[src/rtl/hqm_rf_pg_ctl_if.sv]
// Datapath access handshake for the power-gated RF.
// req: access wanted this cycle; req_ready: array accessible (taken on req && req_ready).
interface hqm_rf_pg_ctl_if;
    logic req;
    logic req_ready;

    modport master (
        output req,
        input  req_ready
    );

    modport slave (
        input  req,
        output req_ready
    );
endinterface

[src/rtl/hqm_rf_pg_ctl.sv]
// Power-gating sequencer for one PG register-file instance: wakes on demand,
// powers down after a programmable idle period, gates datapath access by req_ready.
// Ports: clk, rst (sync, active-high); cfg_autopg_en, cfg_idle_limit, force_wake;
// dp (slave: req in, req_ready out); pwr_enable_b_in out / pwr_enable_b_out ack in;
// pgcb_isol_en, ip_reset_b, pg_state (debug), err_ack_tmo (sticky) out.
// Optional macro HQM_RF_PG_ACK_TMO_EN builds the power-ack timeout counter;
// without it err_ack_tmo is tied to 0.
module hqm_rf_pg_ctl #(
    parameter int unsigned RST_DLY = 4,
    parameter int unsigned IDLE_W  = 8,
    parameter int unsigned TMO_W   = 10
) (
    input  logic              clk,
    input  logic              rst,
    input  logic              cfg_autopg_en,
    input  logic [IDLE_W-1:0] cfg_idle_limit,
    input  logic              force_wake,
    hqm_rf_pg_ctl_if.slave    dp,
    output logic              pwr_enable_b_in,
    input  logic              pwr_enable_b_out,
    output logic              pgcb_isol_en,
    output logic              ip_reset_b,
    output logic [2:0]        pg_state,
    output logic              err_ack_tmo
);

    typedef enum logic [2:0] {
        S_OFF    = 3'd0,
        S_PWRUP  = 3'd1,
        S_RSTREL = 3'd2,
        S_ON     = 3'd3,
        S_ISO    = 3'd4,
        S_PWRDN  = 3'd5
    } state_e;

    if (RST_DLY < 1 || RST_DLY > 15 || TMO_W < 2) begin : g_bad_cfg
        $error("hqm_rf_pg_ctl: parameter out of range");
    end

    state_e            state_q, state_d;
    logic [3:0]        dly_q, dly_d;
    logic [IDLE_W-1:0] idle_q, idle_d;
    logic              busy;
    logic              hit;

    always_comb begin
        state_d = state_q;
        dly_d   = dly_q;
        idle_d  = idle_q;
        busy    = dp.req | force_wake;
        hit     = cfg_autopg_en && (cfg_idle_limit != '0)
                  && (idle_q == cfg_idle_limit);
        case (state_q)
            S_OFF: begin
                if (busy) state_d = S_PWRUP;
            end
            S_PWRUP: begin
                if (!pwr_enable_b_out) begin
                    state_d = S_RSTREL;
                    dly_d   = 4'(RST_DLY - 1);
                end
            end
            S_RSTREL: begin
                if (dly_q == '0) begin
                    state_d = S_ON;
                    idle_d  = '0;
                end else begin
                    dly_d = dly_q - 4'd1;
                end
            end
            S_ON: begin
                // Activity beats an idle-limit hit in the same cycle.
                if (busy) begin
                    idle_d = '0;
                end else if (hit) begin
                    state_d = S_ISO;
                end else if (idle_q != '1) begin
                    idle_d = idle_q + 1'b1;
                end
            end
            S_ISO: begin
                state_d = S_PWRDN;
            end
            S_PWRDN: begin
                if (pwr_enable_b_out) state_d = S_OFF;
            end
            default: begin
                state_d = S_OFF;
            end
        endcase
    end

    // Outputs are decoded from the next state so they change on the same
    // edge as pg_state (ISO raises isolation before power is removed).
    always_ff @(posedge clk) begin
        if (rst) begin
            state_q         <= S_OFF;
            dly_q           <= '0;
            idle_q          <= '0;
            pwr_enable_b_in <= 1'b1;
            pgcb_isol_en    <= 1'b1;
            ip_reset_b      <= 1'b0;
            dp.req_ready    <= 1'b0;
            pg_state        <= 3'd0;
        end else begin
            state_q         <= state_d;
            dly_q           <= dly_d;
            idle_q          <= idle_d;
            pwr_enable_b_in <= (state_d == S_OFF) || (state_d == S_PWRDN);
            pgcb_isol_en    <= (state_d != S_ON);
            ip_reset_b      <= (state_d == S_RSTREL) || (state_d == S_ON)
                               || (state_d == S_ISO);
            dp.req_ready    <= (state_d == S_ON);
            pg_state        <= state_d;
        end
    end

`ifdef HQM_RF_PG_ACK_TMO_EN
    logic [TMO_W-1:0] tmo_q, tmo_d;
    logic             err_q;

    always_comb begin
        tmo_d = tmo_q;
        if (state_d != state_q) begin
            tmo_d = '0;
        end else if ((state_q == S_PWRUP || state_q == S_PWRDN)
                     && tmo_q != '1) begin
            tmo_d = tmo_q + 1'b1;
        end
    end

    // Flag only; the sequencer keeps waiting for the ack.
    always_ff @(posedge clk) begin
        if (rst) begin
            tmo_q <= '0;
            err_q <= 1'b0;
        end else begin
            tmo_q <= tmo_d;
            if (tmo_d == '1) err_q <= 1'b1;
        end
    end

    assign err_ack_tmo = err_q;
`else
    assign err_ack_tmo = 1'b0;
`endif

endmodule

[src/flat_wrapper.sv]
// flat-port wrapper written by rule: the top's interface ports become plain ports
module hqm_rf_pg_ctl_flat 
#(
    parameter int unsigned RST_DLY = 4,
    parameter int unsigned IDLE_W  = 8,
    parameter int unsigned TMO_W   = 10
)
  (clk, rst, cfg_autopg_en, cfg_idle_limit, force_wake, pwr_enable_b_in, pwr_enable_b_out, pgcb_isol_en, ip_reset_b, pg_state, err_ack_tmo, dp_req, dp_req_ready);
  hqm_rf_pg_ctl_if dp_i ();
  input  logic clk;
  input  logic rst;
  input  logic cfg_autopg_en;
  input  logic [IDLE_W-1:0] cfg_idle_limit;
  input  logic force_wake;
  output logic pwr_enable_b_in;
  input  logic pwr_enable_b_out;
  output logic pgcb_isol_en;
  output logic ip_reset_b;
  output logic [2:0] pg_state;
  output logic err_ack_tmo;
  input wire logic [$bits(dp_i.req)-1:0] dp_req;
  output wire logic [$bits(dp_i.req_ready)-1:0] dp_req_ready;
  assign dp_i.req = dp_req;
  assign dp_req_ready = dp_i.req_ready;
  hqm_rf_pg_ctl #(.RST_DLY(RST_DLY), .IDLE_W(IDLE_W), .TMO_W(TMO_W)) u_core (.clk(clk), .rst(rst), .cfg_autopg_en(cfg_autopg_en), .cfg_idle_limit(cfg_idle_limit), .force_wake(force_wake), .dp(dp_i), .pwr_enable_b_in(pwr_enable_b_in), .pwr_enable_b_out(pwr_enable_b_out), .pgcb_isol_en(pgcb_isol_en), .ip_reset_b(ip_reset_b), .pg_state(pg_state), .err_ack_tmo(err_ack_tmo));
endmodule
[config.mk]
export PLATFORM = sky130hd
export DESIGN_NAME = hqm_rf_pg_ctl_flat
export DESIGN_NICKNAME = d
export VERILOG_FILES = /design/src/rtl/hqm_rf_pg_ctl_if.sv /design/src/rtl/hqm_rf_pg_ctl.sv /design/src/flat_wrapper.sv
export SDC_FILE = /design/constraint.sdc
export NUM_CORES = 1
export LEC_CHECK = 0
export CAP_MARGIN = 20
export CORE_UTILIZATION = 50
export DETAILED_ROUTE_END_ITERATION = 10
export PLACE_DENSITY_LB_ADDON = 0.1
export SLEW_MARGIN = 20
export SYNTH_ARGS = -nofsm -noshare
export SYNTH_HDL_FRONTEND = slang
export SYNTH_SLANG_ARGS = --single-unit
[constraint.sdc]
create_clock -name clk -period 2.5 [get_ports clk]
set_input_delay 0.75 -clock clk [delete_from_list [all_inputs] [get_ports clk]]
set_output_delay 0.75 -clock clk [all_outputs]
set_load 0.005 [all_outputs]
After elaboration in Yosys (flattened, before gate mapping)
Cells that the tools add are included.
{"block": "classes", "n_mux": 15, "n_eq_ne": 17, "n_div": 0, "bitwise_logic": 1, "n_mul": 0, "magnitude_cmp": 0, "shift": 0, "n_reduce_logical": 13, "n_addsub": 2}
{"op": "two-way mux 8 bit", "n": 4}
{"op": "two-way mux 3 bit", "n": 6}
{"op": "one-hot mux 3 bit (6 select lines)", "n": 1}
{"op": "one-hot mux 8 bit (2 select lines)", "n": 1}
{"op": "== test 3 x 2 -> 1 bit, second input constant", "n": 4}
{"op": "== test 3 bit, second input constant", "n": 4}
{"op": "adder 8 x 1 -> 8 bit, second input constant", "n": 1}
{"op": "== test 8 bit", "n": 1}
{"op": "two-way mux 4 bit", "n": 2}
{"op": "inequality test 8 bit, second input constant", "n": 1}
{"op": "one-hot mux 4 bit (2 select lines)", "n": 1}
{"op": "nonzero test 8 bit", "n": 1}
{"op": "logical NOT 3 bit", "n": 2}
{"op": "inequality test 3 x 2 -> 1 bit, second input constant", "n": 2}
{"op": "logical NOT 4 bit", "n": 1}
{"op": "inequality test 2 bit, second input constant", "n": 2}
{"op": "AND reduction 4 bit", "n": 1}
{"op": "nonzero test 2 bit", "n": 2}
{"op": "subtractor 4 x 1 -> 4 bit, second input constant", "n": 1}
{"op": "== test 3 x 1 -> 1 bit, second input constant", "n": 1}
{"op": "logical OR 1 bit", "n": 3}
{"op": "inequality test 3 x 1 -> 1 bit, second input constant", "n": 1}
{"op": "AND reduction 3 bit", "n": 1}
{"op": "logical AND 1 bit", "n": 2}
{"op": "other kinds (2)", "n": 2}
{"block": "word_totals", "latch_bits": 0, "inputBits": 14, "word_cells": 55, "register_bits": 19, "mem_count": 0, "ramBits": 0, "rom_bits": 0, "out_inout_bits": 8}

Longest topological paths before layout
{"block": "depth", "depth_word": 9, "depth_mapped": 7, "mapped_depth_nobuf": 7}

Worst setup path before layout
Ideal clock, no wire load.
{"block": "synth_path", "kind": "input to register", "startpoint": "in cfg_idle_limit[3]", "endpoint": "reg u_core.idle_q[4]", "setup_ns": 0.129, "path_buffers": 0, "slack_ns": 0.229, "t_arrival_ns": 2.142, "required_time_ns": 2.371, "path_stages": 5, "cell_sequence": "or4_4 > o211a_4 > a32o_2 > a211oi_1 > o32ai_1"}
{"block": "synth_between", "elab_chain_len": 5, "word_cells_on_any_way": 6, "cone_classes": "eq/ne: 2; reduce/logical: 4"}
{"element": "start, declared", "line_no": "flat_wrapper.sv:13", "rtl": "input logic [IDLE_W-1:0] cfg_idle_limit;"}
{"element": "nonzero test 8 bit", "line_no": "hqm_rf_pg_ctl.sv:51", "rtl": "hit = cfg_autopg_en && (cfg_idle_limit != '0)"}
{"element": "logical AND 1 bit", "line_no": "hqm_rf_pg_ctl.sv:51"}
{"element": "logical AND 1 bit (*)", "line_no": "hqm_rf_pg_ctl.sv:52", "rtl": "&& (idle_q == cfg_idle_limit);"}
{"element": "inequality test 3 x 2 -> 1 bit (no source line) (*)"}
{"element": "AND reduction 4 bit (no source line) (*)"}
{"element": "end signal, assigned", "line_no": "hqm_rf_pg_ctl.sv:108", "rtl": "idle_q <= idle_d;"}
{"element": "end, declared", "line_no": "hqm_rf_pg_ctl.sv:42", "rtl": "logic [IDLE_W-1:0] idle_q, idle_d;"}
Every way passes the cells marked *; elsewhere a longest branch is shown, timed or not.
A chain may end at the register's enable or synchronous reset.

Final worst setup path
Same ends and word-level chain as after synthesis.

==> results.ini <==
[status]
status=finished, final reports clean

[yosys]
yosys_warnings=0
synth_seq_cells=19
synth_top_family_by_area=simple AND/OR/NAND/NOR gates
synth_compound_area_share_pct=19.1
synthMuxAreaShare_pct=0.885
synth_top_area_share_pct=33.6
syn_area_sq_um=1130
synth-simple-area-share_pct=28.9
yosysTopAreaCell=dfxtp_1
synth_cell_types=39
ys_seq_area_share_pct=33.6
synth_fp_nets=151
syn_inst=134
synth_fa_ha_area_share_pct=3.32
synth_xor_area_share_pct=8.52
synth.top_cells.by_area=dfxtp_1, xnor2_1, a211oi_1
synth.avg_cell_area_sq_um=8.44

[floorplanning]
start_util_pct=55.4
rows=16
core-area_sq_um=2040
pin_count=22
die_width_microns=49.6
dieHeight_microns=49.6
dieArea_sq_um=2460

[clock_network]
cts_tree=done
htreeDepth=1
cts_made_buffers=3
clkSinkCount=19
cts_root_buf=clkbuf_4
clk_pin_slew_ns=0.11
clk_path_buf_depth=2
clkLatencyLatePin_ns=0.31

[job]
cap_violations=0

[cells_and_area]
layout_commonest_cell=clkdlybuf4s50_1
final_cell_mix=clkdlybuf4s50_1, dfxtp_1, buf_4
final_nets=184
ff_latch_area_sq_um=380
insertedDiodeCount=0
syn_to_final_growth_pct=29.5
multi_input_area_sq_um=696
drive_above_1_share_pct=15.7
fin_util_pct=71.8
num-fill-cells=165

[global_route]
grt_usage_pct=23.4
grt_max_degree=19
grt_pass1_vias=1045
overflow=0
grt_first_pass_wirelength_microns=4510
antenna_found_initial=0

[hold_path]
min_to=u_core.idle_q[1]
hold_class=flop to flop
hold_start=u_core.idle_q[1]
min_path_cells=2

[sta]
finClkSkew_ns=0.00435
post-route-period-util_pct=97.9
hold_viol=0
setup_viol=0
max_freq_mhz=408
drv_slew=0
worst_slew_pin_slew_ns=0.585
post-route-min-period_ns=2.45
timing.slew.headroom_pct=60.7
rsz0062_at_grt=false

[setup_path]
worstSetupPathType=primary input to flop
r2r_cells=6
cp_slowest_cell=or4_4
regToRegStartpoint=u_core.idle_q[0]
crit_fanout=5
path_cells=clkdlybuf4s50_1 > or4_4 > o211a_4 > a32o_2 > a211oi_1 > o32ai_1
cp.arrival_ns=2.64
crit_path_max_incr_delay_ns=0.56
cp.required_ns=2.70
cp-end-kind=flop
timing.rr.end=u_core.idle_q[2]
cp-start-kind=primary input
rrSetupSlack_ns=0.53
crit_family=compound AO/OA/AOI/OAI gates
critPathBufInv=1

[route]
wl_per_cell_microns=14.1
vias_per_cell=5.86
first_pass_iters=4
drt_wl_total_microns=2720
ant_nets=0
via_count=1131
drt_iter0_drc=21
drcViolationCount=0

[place]
gp_congestion=0.869
io_buffer_count=20
hpwl_microns=2030

[power]
power.density_nw_per_um2=430
power.ir.vdd_worst_mv=0.330
cellLeakagePower_nw=0.542
fin_total_pwr_mw=0.630

-- synth_stat cells, drive strengths merged --
master / number
o32ai: 1
a31oi: 3
conb: 1
o21ai: 7
and4: 1
nor4: 2
and3: 4
nor3: 7
nand2: 11
a31o: 1
buf: 3
o211ai: 1
or4: 2
dfxtp: 19
nand4: 4
a21oi: 2
nor3b: 3
o22ai: 1
nand4b: 3
nor2: 10
a32o: 1
o211a: 1
a211oi: 8
nand3: 7
nand2b: 1
mux2i: 1
xor2: 2
inv: 8
ha: 3
o41ai: 1
o221ai: 1
nor2b: 3
xnor2: 9
clkbuf: 2
-- registers in the layout, summed over array words and instances (netlist names) --
register and flops:
u_core.dly_q 4, u_core.pg_state 3, u_core.ip_reset_b 1, u_core.dp.req_ready 1, u_core.pwr_enable_b_in 1, u_core.pgcb_isol_en 1
u_core.idle_q 8
-- routing by layer --
layer | wire length (microns) | vias up | track usage (%)
met5 | 0 | - | 0
met4 | 42 | 0 | 8.57
met3 | 125 | 5 | 3.09
met2 | 1270 | 30 | 38.5
met1 | 1280 | 543 | 30.9
li1 | - | 553 | -
-- worst max-delay path by stage --
stage / startpoint / cells past startpoint / to / slack (ns)
final: cfg_idle_limit[3] / 6 / u_core.idle_q[4] / 0.05
after global routing: cfg_idle_limit[3] / 8 / u_core.idle_q[2] / 0.002
after CTS: cfg_idle_limit[3] / 6 / u_core.idle_q[2] / 0.03
after detailed placement: cfg_idle_limit[3] / 6 / u_core.idle_q[2] / -0.27
after global placement: cfg_idle_limit[3] / 6 / u_core.idle_q[4] / -0.22
after floorplan: cfg_idle_limit[3] / 5 / u_core.idle_q[4] / 0.23
-- power breakdown --
| group | switching [mW] | leakage [nW] | internal, mW |
|---|---|---|---|
| registers | 0.00894 | 0.155 | 0.316 |
| logic | 0.0672 | 0.369 | 0.0762 |
| clock network | 0.102 | 0.0177 | 0.0599 |
-- stage by stage --
stage / std cells / TNS (ns) / worst slack [ns] / instance area (sq um) / hold slack (ns)
after floorplan: 134 / 0 / 0.229 / 1130 / 0.467
after global placement: 189 / -1.44 / -0.215 / 1430 / 0.489
after detailed placement: 189 / -1.73 / -0.267 / 1430 / 0.490
after CTS: 193 / 0 / 0.0336 / 1460 / 0.504
after global routing: 193 / 0 / 0.00229 / 1470 / 0.537
final: 193 / 0 / 0.0517 / 1470 / 0.504
-- worst min-delay path: cells and delay by family (launching register included) --
kind	cells	cell delay, ns
buf+inv	1	0.06
compound gates	1	0.05
flops	1	0.36
-- cell families after synthesis --
logic type               after synthesis
other                                  1
adder cells (fa/ha/maj)                3
AND/OR/NAND/NOR                       58
buffers and inverters                 13
AO/OA/AOI/OAI                         28
multiplexers                           1
XOR/XNOR                              11
flip-flops                            19
-- cell type report --
| cell class | count | area share, % |
|---|---|---|
| inverters | 8 | 2.05 |
| clock inverters | 1 | 0.342 |
| well taps | 27 | 2.31 |
| repair buffers | 33 | 20.3 |
| clock buffers | 3 | 1.54 |
| flip-flops and latches | 19 | 26.0 |
| multi-input cells | 102 | 47.5 |
-- timing repair --
action,4_1_cts,5_1_grt
endpoints found under the hold margin,0,0
hold buffers,0,0
gates resized for setup,0,1
setup endpoints to repair,0,1
buffers inserted,0,0
(Power assumes the default switching activity.)
